$ cat config.mk
export PLATFORM = sky130hd
export DESIGN_NAME = mem_arbiter
export DESIGN_NICKNAME = d
export VERILOG_FILES = /design/src/rtl/mem_arbiter.sv
export SDC_FILE = /design/constraint.sdc
export NUM_CORES = 1
export LEC_CHECK = 0
export CORE_MARGIN = 4
export CORE_UTILIZATION = 37
export DETAILED_ROUTE_END_ITERATION = 8
export PLACE_DENSITY = 0.93
export SYNTH_ARGS = -nofsm -noshare
export SYNTH_HDL_FRONTEND = slang
export SYNTH_SLANG_ARGS = --single-unit
$ cat constraint.sdc
create_clock -name clk -period 3.9 [get_ports clk]
set_input_delay 0.78 -clock clk [delete_from_list [all_inputs] [get_ports clk]]
set_output_delay 0.78 -clock clk [all_outputs]
set_load 0.005 [all_outputs]
$ cat src/rtl/mem_arbiter.sv
// rtl/mem_arbiter.sv - fetch/data arbiter onto one multi-cycle memory port with response timeout
// Optional MEM_ARB_RR_EN selects round-robin on ties; default is data-over-fetch priority.
module mem_arbiter #(
    parameter int ADDR_WIDTH     = 32,
    parameter int DATA_WIDTH     = 32,
    parameter int TIMEOUT_CYCLES = 256
) (
    input  logic                    clk,
    input  logic                    rst,
    input  logic                    if_req,
    input  logic [ADDR_WIDTH-1:0]   if_addr,
    output logic                    if_rvalid,
    output logic [DATA_WIDTH-1:0]   if_rdata,
    output logic                    if_err,
    input  logic                    d_req,
    input  logic                    d_wen,
    input  logic [ADDR_WIDTH-1:0]   d_addr,
    input  logic [DATA_WIDTH-1:0]   d_wdata,
    input  logic [DATA_WIDTH/8-1:0] d_wmask,
    output logic                    d_rvalid,
    output logic [DATA_WIDTH-1:0]   d_rdata,
    output logic                    d_err,
    output logic                    mem_valid,
    input  logic                    mem_ready,
    output logic                    mem_wen,
    output logic [ADDR_WIDTH-1:0]   mem_addr,
    output logic [DATA_WIDTH-1:0]   mem_wdata,
    output logic [DATA_WIDTH/8-1:0] mem_wmask,
    input  logic                    mem_resp_valid,
    input  logic [DATA_WIDTH-1:0]   mem_rdata,
    output logic                    busy
);

    localparam int MW = DATA_WIDTH / 8;
    localparam int TW = (TIMEOUT_CYCLES > 0) ? $clog2(TIMEOUT_CYCLES + 1) : 1;

    typedef enum logic [1:0] {IDLE, REQ, RESP} state_t;

    state_t                state, state_next;
    logic                  owner_d;
    logic                  lat_wen;
    logic [ADDR_WIDTH-1:0] lat_addr;
    logic [DATA_WIDTH-1:0] lat_wdata;
    logic [MW-1:0]         lat_wmask;
    logic [TW-1:0]         tcnt;
    logic                  grant_d;
    logic                  resp_fire;
    logic                  timeout_fire;
    logic                  done;

`ifdef MEM_ARB_RR_EN
    logic last_grant_d;

    // On a tie, hand the port to whoever did not get it last time.
    assign grant_d = d_req && (!if_req || !last_grant_d);

    always_ff @(posedge clk) begin
        if (rst) begin
            last_grant_d <= 1'b0;
        end else if (state == IDLE && (if_req || d_req)) begin
            last_grant_d <= grant_d;
        end
    end
`else
    assign grant_d = d_req;
`endif

    assign resp_fire    = (state == RESP) && mem_resp_valid;
    // A response arriving in the expiry cycle takes precedence over the error.
    assign timeout_fire = (TIMEOUT_CYCLES != 0) && (state == RESP) && !mem_resp_valid
                          && (tcnt == TW'(TIMEOUT_CYCLES));
    assign done         = resp_fire || timeout_fire;

    always_comb begin
        state_next = state;
        case (state)
            IDLE:    if (if_req || d_req) state_next = REQ;
            REQ:     if (mem_ready)       state_next = RESP;
            RESP:    if (done)            state_next = IDLE;
            default:                      state_next = IDLE;
        endcase
    end

    always_ff @(posedge clk) begin
        if (rst) begin
            state     <= IDLE;
            owner_d   <= 1'b0;
            lat_wen   <= 1'b0;
            lat_addr  <= '0;
            lat_wdata <= '0;
            lat_wmask <= '0;
            tcnt      <= '0;
        end else begin
            state <= state_next;
            if (state == IDLE && (if_req || d_req)) begin
                owner_d   <= grant_d;
                lat_wen   <= grant_d && d_wen;
                lat_addr  <= grant_d ? d_addr : if_addr;
                lat_wdata <= grant_d ? d_wdata : '0;
                lat_wmask <= (grant_d && d_wen) ? d_wmask : '0;
            end
            if (state == REQ) begin
                tcnt <= '0;
            end else if (state == RESP && !done) begin
                tcnt <= tcnt + 1'b1;
            end
        end
    end

    assign mem_valid = (state == REQ);
    assign mem_wen   = lat_wen;
    assign mem_addr  = lat_addr;
    assign mem_wdata = lat_wdata;
    assign mem_wmask = lat_wmask;
    assign busy      = (state != IDLE);

    assign if_rvalid = done && !owner_d;
    assign if_err    = timeout_fire && !owner_d;
    assign if_rdata  = (resp_fire && !owner_d) ? mem_rdata : '0;
    assign d_rvalid  = done && owner_d;
    assign d_err     = timeout_fire && owner_d;
    assign d_rdata   = (resp_fire && owner_d && !lat_wen) ? mem_rdata : '0;

endmodule

==> qor.txt, run 1 <==
Die Width: 108 um
fraction of layout cells with a size suffix above 1: 5.30%
Max Cap Viol: 0
Sink Count: 81
total congestion overflow: 0
RSZ-0062 raised after global routing: no
total power: 2130 uW
Flop pwr share: 43.6%
PortBufs: 277
post-CTS sizing: 0
Synth area leader: dfxtp_1
vias: 4014
Die H: 108 um
max-slew violation count: 0
Final ANT Viol Nets: 0
dpl cells: 796
outcome: complete, no violations
switching share of total power: 25.5%
DR iter-0 viols: 209
CTS H-tree depth: 3
number of CTS-inserted buffers: 9
P_sw: 544 uW
Final Skew: 8.02 ps
Avg Cell Area, Syn: 9.01 um^2
worst vdd ir: 0.000224 V
Clock Power Share: 32.0%
Final period util: 85.9%
Final #Nets: 815
CTS Root Cell: clkbuf_8
Total GRT Usage: 22.6%
Final GP Congestion: 0.871
cell internal pwr: 1590 uW
Pleak: 0.00259 uW
Core Rows: 36
fin crit period: 3350 ps
flops & latches, synth: 81
reg-to-reg setup timing slack: 1870 ps
Worst EP required: 3120 ps
core footprint: 9770 um^2
final hold violations: 0
dpl hpwl: 11.2 mm
f_max: 0.298 GHz
final wirelength: 13.8 mm
Netlist cell types: 35
Mapped Cells: 413
WHS Path Cells: 2
Post-CTS Setup Bufs: 0
Area Overhead vs Synth: 82.3%
worst-path maximum fanout: 32
Syn Std Cell Area: 3720 um^2
syn nets: 554
worst min path class: flop to flop
Logic pwr share: 24.4%
worst setup path category: input pin to primary output
top cells by area, synth: dfxtp_1 (44%), and2_1 (11%), mux2i_1 (8.9%)
Non-Filler Instances: 813
IO Count: 278
Slew @ Worst Pin: 879 ps
vias in the first global route: 4091
CTS tree: built
Slew headroom: 41.4%
initial core utilization: 38.1%
CP Data Arrival Time: 2570 ps
Pwr per Cell Area: 314 nW/um^2
Post-CTS Hold Fix Bufs: 0
Routed WL per cell: 17.0 um
register area share after synthesis: 43.6%
type of origin of the critical path: input pin
final setup fails: 0
setup TNS: 0 ps
first-pass GRT wire length: 20.7 mm
top cell type's share of synthesized area: 43.6%
Longest Clk Path Bufs: 2
Residual DRC: 0
largest net degree at the start of global routing: 49
Reg2Reg Depth: 5
CP endpoint kind: primary output
Worst-Skew Late Latency: 330 ps
Die ar.: 11700 um^2
antenna violations before repair: 0
Vias/cell: 4.94
Synth warnings: 0
clock-pin slew of the registers on the worst-case setup and hold paths: 70 ps
DR pass1 iterations: 5
## cells in the final DEF (no fill, tap or decap), drive strengths merged, types with 3 or more instances in the layout
master | synthesis | final
clkdlybuf4s50 | 0 | 275
clkbuf | 17 | 10
clkinv | 0 | 4
nand3 | 3 | 3
dfxtp | 81 | 81
mux2i | 33 | 33
nor3 | 3 | 3
a32oi | 4 | 4
and2 | 65 | 65
a211oi | 33 | 33
buf | 18 | 10
a22oi | 33 | 33
a21oi | 7 | 7
inv | 5 | 5
nor2 | 84 | 84
xnor2 | 5 | 5
## synth_stat cells
library cell,count
xnor2_1,5
xor2_1,2
a32oi_1,4
and2_1,65
nand3b_1,1
buf_6,1
a21oi_1,6
nor4b_4,2
nand3_1,3
a22oi_1,33
clkbuf_1,17
buf_2,14
o21a_1,1
and2b_2,1
nor3b_1,1
mux2i_1,33
buf_4,3
o21ai_0,1
nand2b_1,1
a211oi_1,32
nor2_1,84
nand4_1,2
a21oi_2,1
or3b_1,1
a211oi_2,1
nand2_1,2
o21ai_1,1
inv_1,5
dfxtp_1,81
and3_1,1
ha_1,2
or3_1,1
a2111oi_4,1
nor3_1,3
or2_2,1
## final timing paths
check,startpoint,endpoint
worst max-delay path,mem_resp_valid,if_rdata[9]
worst min-delay path,mem_wmask[3],mem_wmask[3]
worst max register to register,state[1],mem_addr[3]
worst min register to register,mem_wmask[3],mem_wmask[3]
## metal layers
metal  wire length (um)  vias up  part of all wire, %  track usage [%]
met1               4360     1833                   32             20.5
met5                  0        -                    0                0
met3               1480       33                   11             8.24
li1                   -     1953                    -                -
met2               7500      195                   54             44.1
met4                472        0                  3.4             10.5
## sequential cells by signal, indices dropped and copies added, names as in the netlist
signal     cells
owner_d        1
state          2
tcnt           9
mem_wdata     32
mem_wmask      4
mem_wen        1
mem_addr      32
## layout make-up
cell class	instances	area, um^2
Antenna cell	1	2.50
Clock buffer	10	138
Clock inverter	6	91.3
Fill cell	738	2990
Inverter	5	18.8
Multi-Input combinational cell	292	1920
Sequential cell	81	1620
Tap cell	133	166
Timing Repair Buffer	285	2820
## power by group through the flow
stage               Sequential [uW]  Clock [uW]  Combinational [uW]
finish                          930         682                 522
global route                    938         742                 565
CTS                             930         700                 526
detailed placement              948           0                 523
global placement                943           0                 510
floorplan                       950           0                 191
## per-stage QoR
stage	setup slack, ps	hold slack, ps	area, um^2	utilization (%)
6_report	549	493	6780	69.4
3_3_place_gp	606	471	6550	67.0
3_5_place_dp	556	479	6550	67.0
2_1_floorplan	1560	478	3720	-
4_1_cts	556	498	6780	69.4
5_1_grt	444	522	6780	69.4
## worst max-delay path: stages
cell             delay [ps]
clkdlybuf4s50_1         500
nand3b_1                170
nor2_1                  140
buf_4                   270
and2_1                  180
clkdlybuf4s50_1         520
## cell families after synthesis
kind of cell             share of synthesized area (%)
AND/OR/NAND/NOR                                   23.6
AO/OA/AOI/OAI                                     16.6
flip-flops                                        43.6
buffers and inverters                             5.01
multiplexers                                      8.88
XOR/XNOR                                          1.65
adder cells (fa/ha/maj)                          0.672
Note: power is estimated with default switching activity, not from simulation.
==> run 2: changes to the inputs <==
- CORE_UTILIZATION: 37 -> 31
- PLACE_DENSITY: 0.93 -> 0.83
- clock period: 3.9 -> 2.9 ns (I/O delays scaled with it)
==> qor.txt, run 2 (same netlist as run 1, synthesis figures left out) <==
total congestion overflow: 0 (unchanged)
Final Skew: 6.45 ps (was 8.02 ps)
final wirelength: 13.8 mm (about the same)
type of origin of the critical path: input pin (unchanged)
total power: 3040 uW (was 2130 uW)
Final ANT Viol Nets: 0 (unchanged)
Core Rows: 39 (was 36)
P_sw: 807 uW (was 544 uW)
Pwr per Cell Area: 436 nW/um^2 (was 314 nW/um^2)
Vias/cell: 4.84 (was 4.94)
dpl hpwl: 11.0 mm (was 11.2 mm)
Routed WL per cell: 16.7 um (was 17.0 um)
reg-to-reg setup timing slack: 1260 ps (was 1870 ps)
commonest non-fill, non-tap cell in the layout: clkdlybuf4s50_1 (unchanged)
CTS Root Cell: clkbuf_16 (was clkbuf_8)
CP Data Arrival Time: 2180 ps (was 2570 ps)
design area: 6970 um^2 (was 6780 um^2)
Worst Min Path Start: mem_addr[17] (was mem_wmask[3])
most frequent cells in the layout: clkdlybuf4s50_1 (274), nor2_1 (84), dfxtp_1 (81) (was clkdlybuf4s50_1 (275), nor2_1 (84), dfxtp_1 (81))
fin crit period: 2760 ps
worst min path class: flop to flop (unchanged)
Area Overhead vs Synth: 87.3% (was 82.3%)
DR iter-0 viols: 139 (was 209)
DR pass1 iterations: 4 (was 5)
ANT cells: 0 (was 1)
fraction of layout cells with a size suffix above 1: 5.99% (was 5.30%)
Die H: 118 um (was 108 um)
core footprint: 11600 um^2 (was 9770 um^2)
max-slew violation count: 0 (unchanged)
Worst EP required: 2320 ps (was 3120 ps)
CP endpoint kind: primary output (unchanged)
CTS tree: built (unchanged)
Residual DRC: 0 (unchanged)
Logic pwr share: 23.2% (was 24.4%)
final setup fails: 0 (unchanged)
first-pass GRT wire length: 22.1 mm (was 20.7 mm)
Pleak: 0.00266 uW (was 0.00259 uW)
setup TNS: 0 ps (unchanged)
Final period util: 95.2%
RSZ-0062 raised after global routing: no (unchanged)
switching share of total power: 26.6% (was 25.5%)
met3 Usage GRT: 8.36% (was 8.24%)
GR peak layer: met2 (unchanged)
Post-CTS Hold Fix Bufs: 0 (unchanged)
worst vdd ir: 0.000251 V (was 0.000224 V)
crit path from: mem_resp_valid (unchanged)
Slew @ Worst Pin: 689 ps (was 879 ps)
Flop pwr share: 41.2% (was 43.6%)
Clock Power Share: 35.6% (was 32.0%)
Post-Place Cell Area: 6620 um^2 (was 6550 um^2)
RR Startpoint: state[1] (unchanged)
Max Cap Viol: 0 (unchanged)
largest net degree at the start of global routing: 65 (was 49)
Total GRT Usage: 19.5% (was 22.6%)
Longest Clk Path Bufs: 2 (unchanged)
slowest CP cell: clkdlybuf4s50_1 (unchanged)
initial core utilization: 32.2% (was 38.1%)
CTS H-tree depth: 3 (unchanged)
Final GP Congestion: 0.887 (was 0.871)
outcome: complete, no violations (unchanged)
vias in the first global route: 4214 (was 4091)
Global Route met2 Usage: 36.2% (was 44.1%)
clock-pin slew of the registers on the worst-case setup and hold paths: 60 ps (was 70 ps)
slowest stage delay, CP: 510 ps (was 520 ps)
worst-path maximum fanout: 16 (was 32)
final hold violations: 0 (unchanged)
vias: 4004 (was 4014)
IO Count: 278 (unchanged)
PortBufs: 277 (unchanged)
number of CTS-inserted buffers: 9 (unchanged)
Die ar.: 13800 um^2 (was 11700 um^2)
f_max: 0.362 GHz
CP cell instances: dlygate4sd2_1, nand3b_1, nor3_4, buf_4, buf_12, and2_1, clkdlybuf4s50_1 (was clkdlybuf4s50_1, nand3b_1, nor2_1, buf_4, and2_1, clkdlybuf4s50_1)
fillers: 981 (was 738)
Final #Nets: 820 (was 815)
antenna violations before repair: 0 (unchanged)
worst setup path category: input pin to primary output (unchanged)
Slew headroom: 54.1% (was 41.4%)
Die Width: 118 um (was 108 um)
routing usage on met1: 19.3% (was 20.5%)
Worst-Skew Late Latency: 330 ps (about the same)
Sink Count: 81 (unchanged)
cell internal pwr: 2230 uW (was 1590 uW)
==> run 2: cell count changes in the layout (fill, tap and decap cells not counted), moves of 2 or more <==
cell | before | now
bufinv_16 | 2 | 0
buf_12 | 0 | 4
clkinvlp_4 | 0 | 3
clkinv_4 | 3 | 1
clkbuf_8 | 10 | 0
inv_8 | 0 | 2
clkbuf_16 | 0 | 9
==> run 2: repair_timing <==
item,CTS,global route
gates resized for setup,2,0
endpoints found under the hold margin,0,0
setup endpoints to repair,62,0
buffers inserted,3,0
==> run 2: routing by layer <==
metal	wire length [um]	vias to the layer above
li1	-	1965
met1	4890	1816
met2	7260	201
met3	1370	22
met4	312	0
met5	0	-
==> run 2: final timing paths <==
path / cells past startpoint / end
worst max-delay path: 7 / d_rdata[5]
worst min-delay path: 2 / mem_addr[17]
worst max register to register: 5 / mem_addr[6]
worst min register to register: 2 / mem_addr[17]
==> run 2: worst max-delay path, delay by kind of cell <==
kind,cells,cell delay (ps)
buf+inv,4,1040
simple gates,3,550
==> run 2: power groups by stage <==
| stage | logic [uW] | registers, uW | clock network, uW |
|---|---|---|---|
| final | 705 | 1250 | 1080 |
| after global routing | 767 | 1260 | 1160 |
| after CTS | 713 | 1250 | 1110 |
| after detailed placement | 706 | 1280 | 0 |
| after global placement | 693 | 1270 | 0 |
| after floorplan | 256 | 1280 | 0 |
==> run 2: area by class of cell <==
type	instances	area, um^2	area share [%]
clock buffers	9	225	3.23
clock inverters	7	62.6	0.898
inverters	5	18.8	0.269
multi-input cells	292	1930	27.7
flip-flops and latches	81	1620	23.3
well taps	143	179	2.57
repair buffers	290	2930	42.1
==> run 2: metrics by stage <==
step | hold WS, ps | utilization [%] | instances | setup slack, ps
2_1_floorplan | 478 | - | 413 | 960
3_3_place_gp | 473 | 57.3 | 807 | 4.13
3_5_place_dp | 489 | 57.3 | 807 | -46.0
4_1_cts | 499 | 60.3 | 827 | 142
5_1_grt | 522 | 60.3 | 827 | 14.6
6_report | 497 | 60.3 | 827 | 140
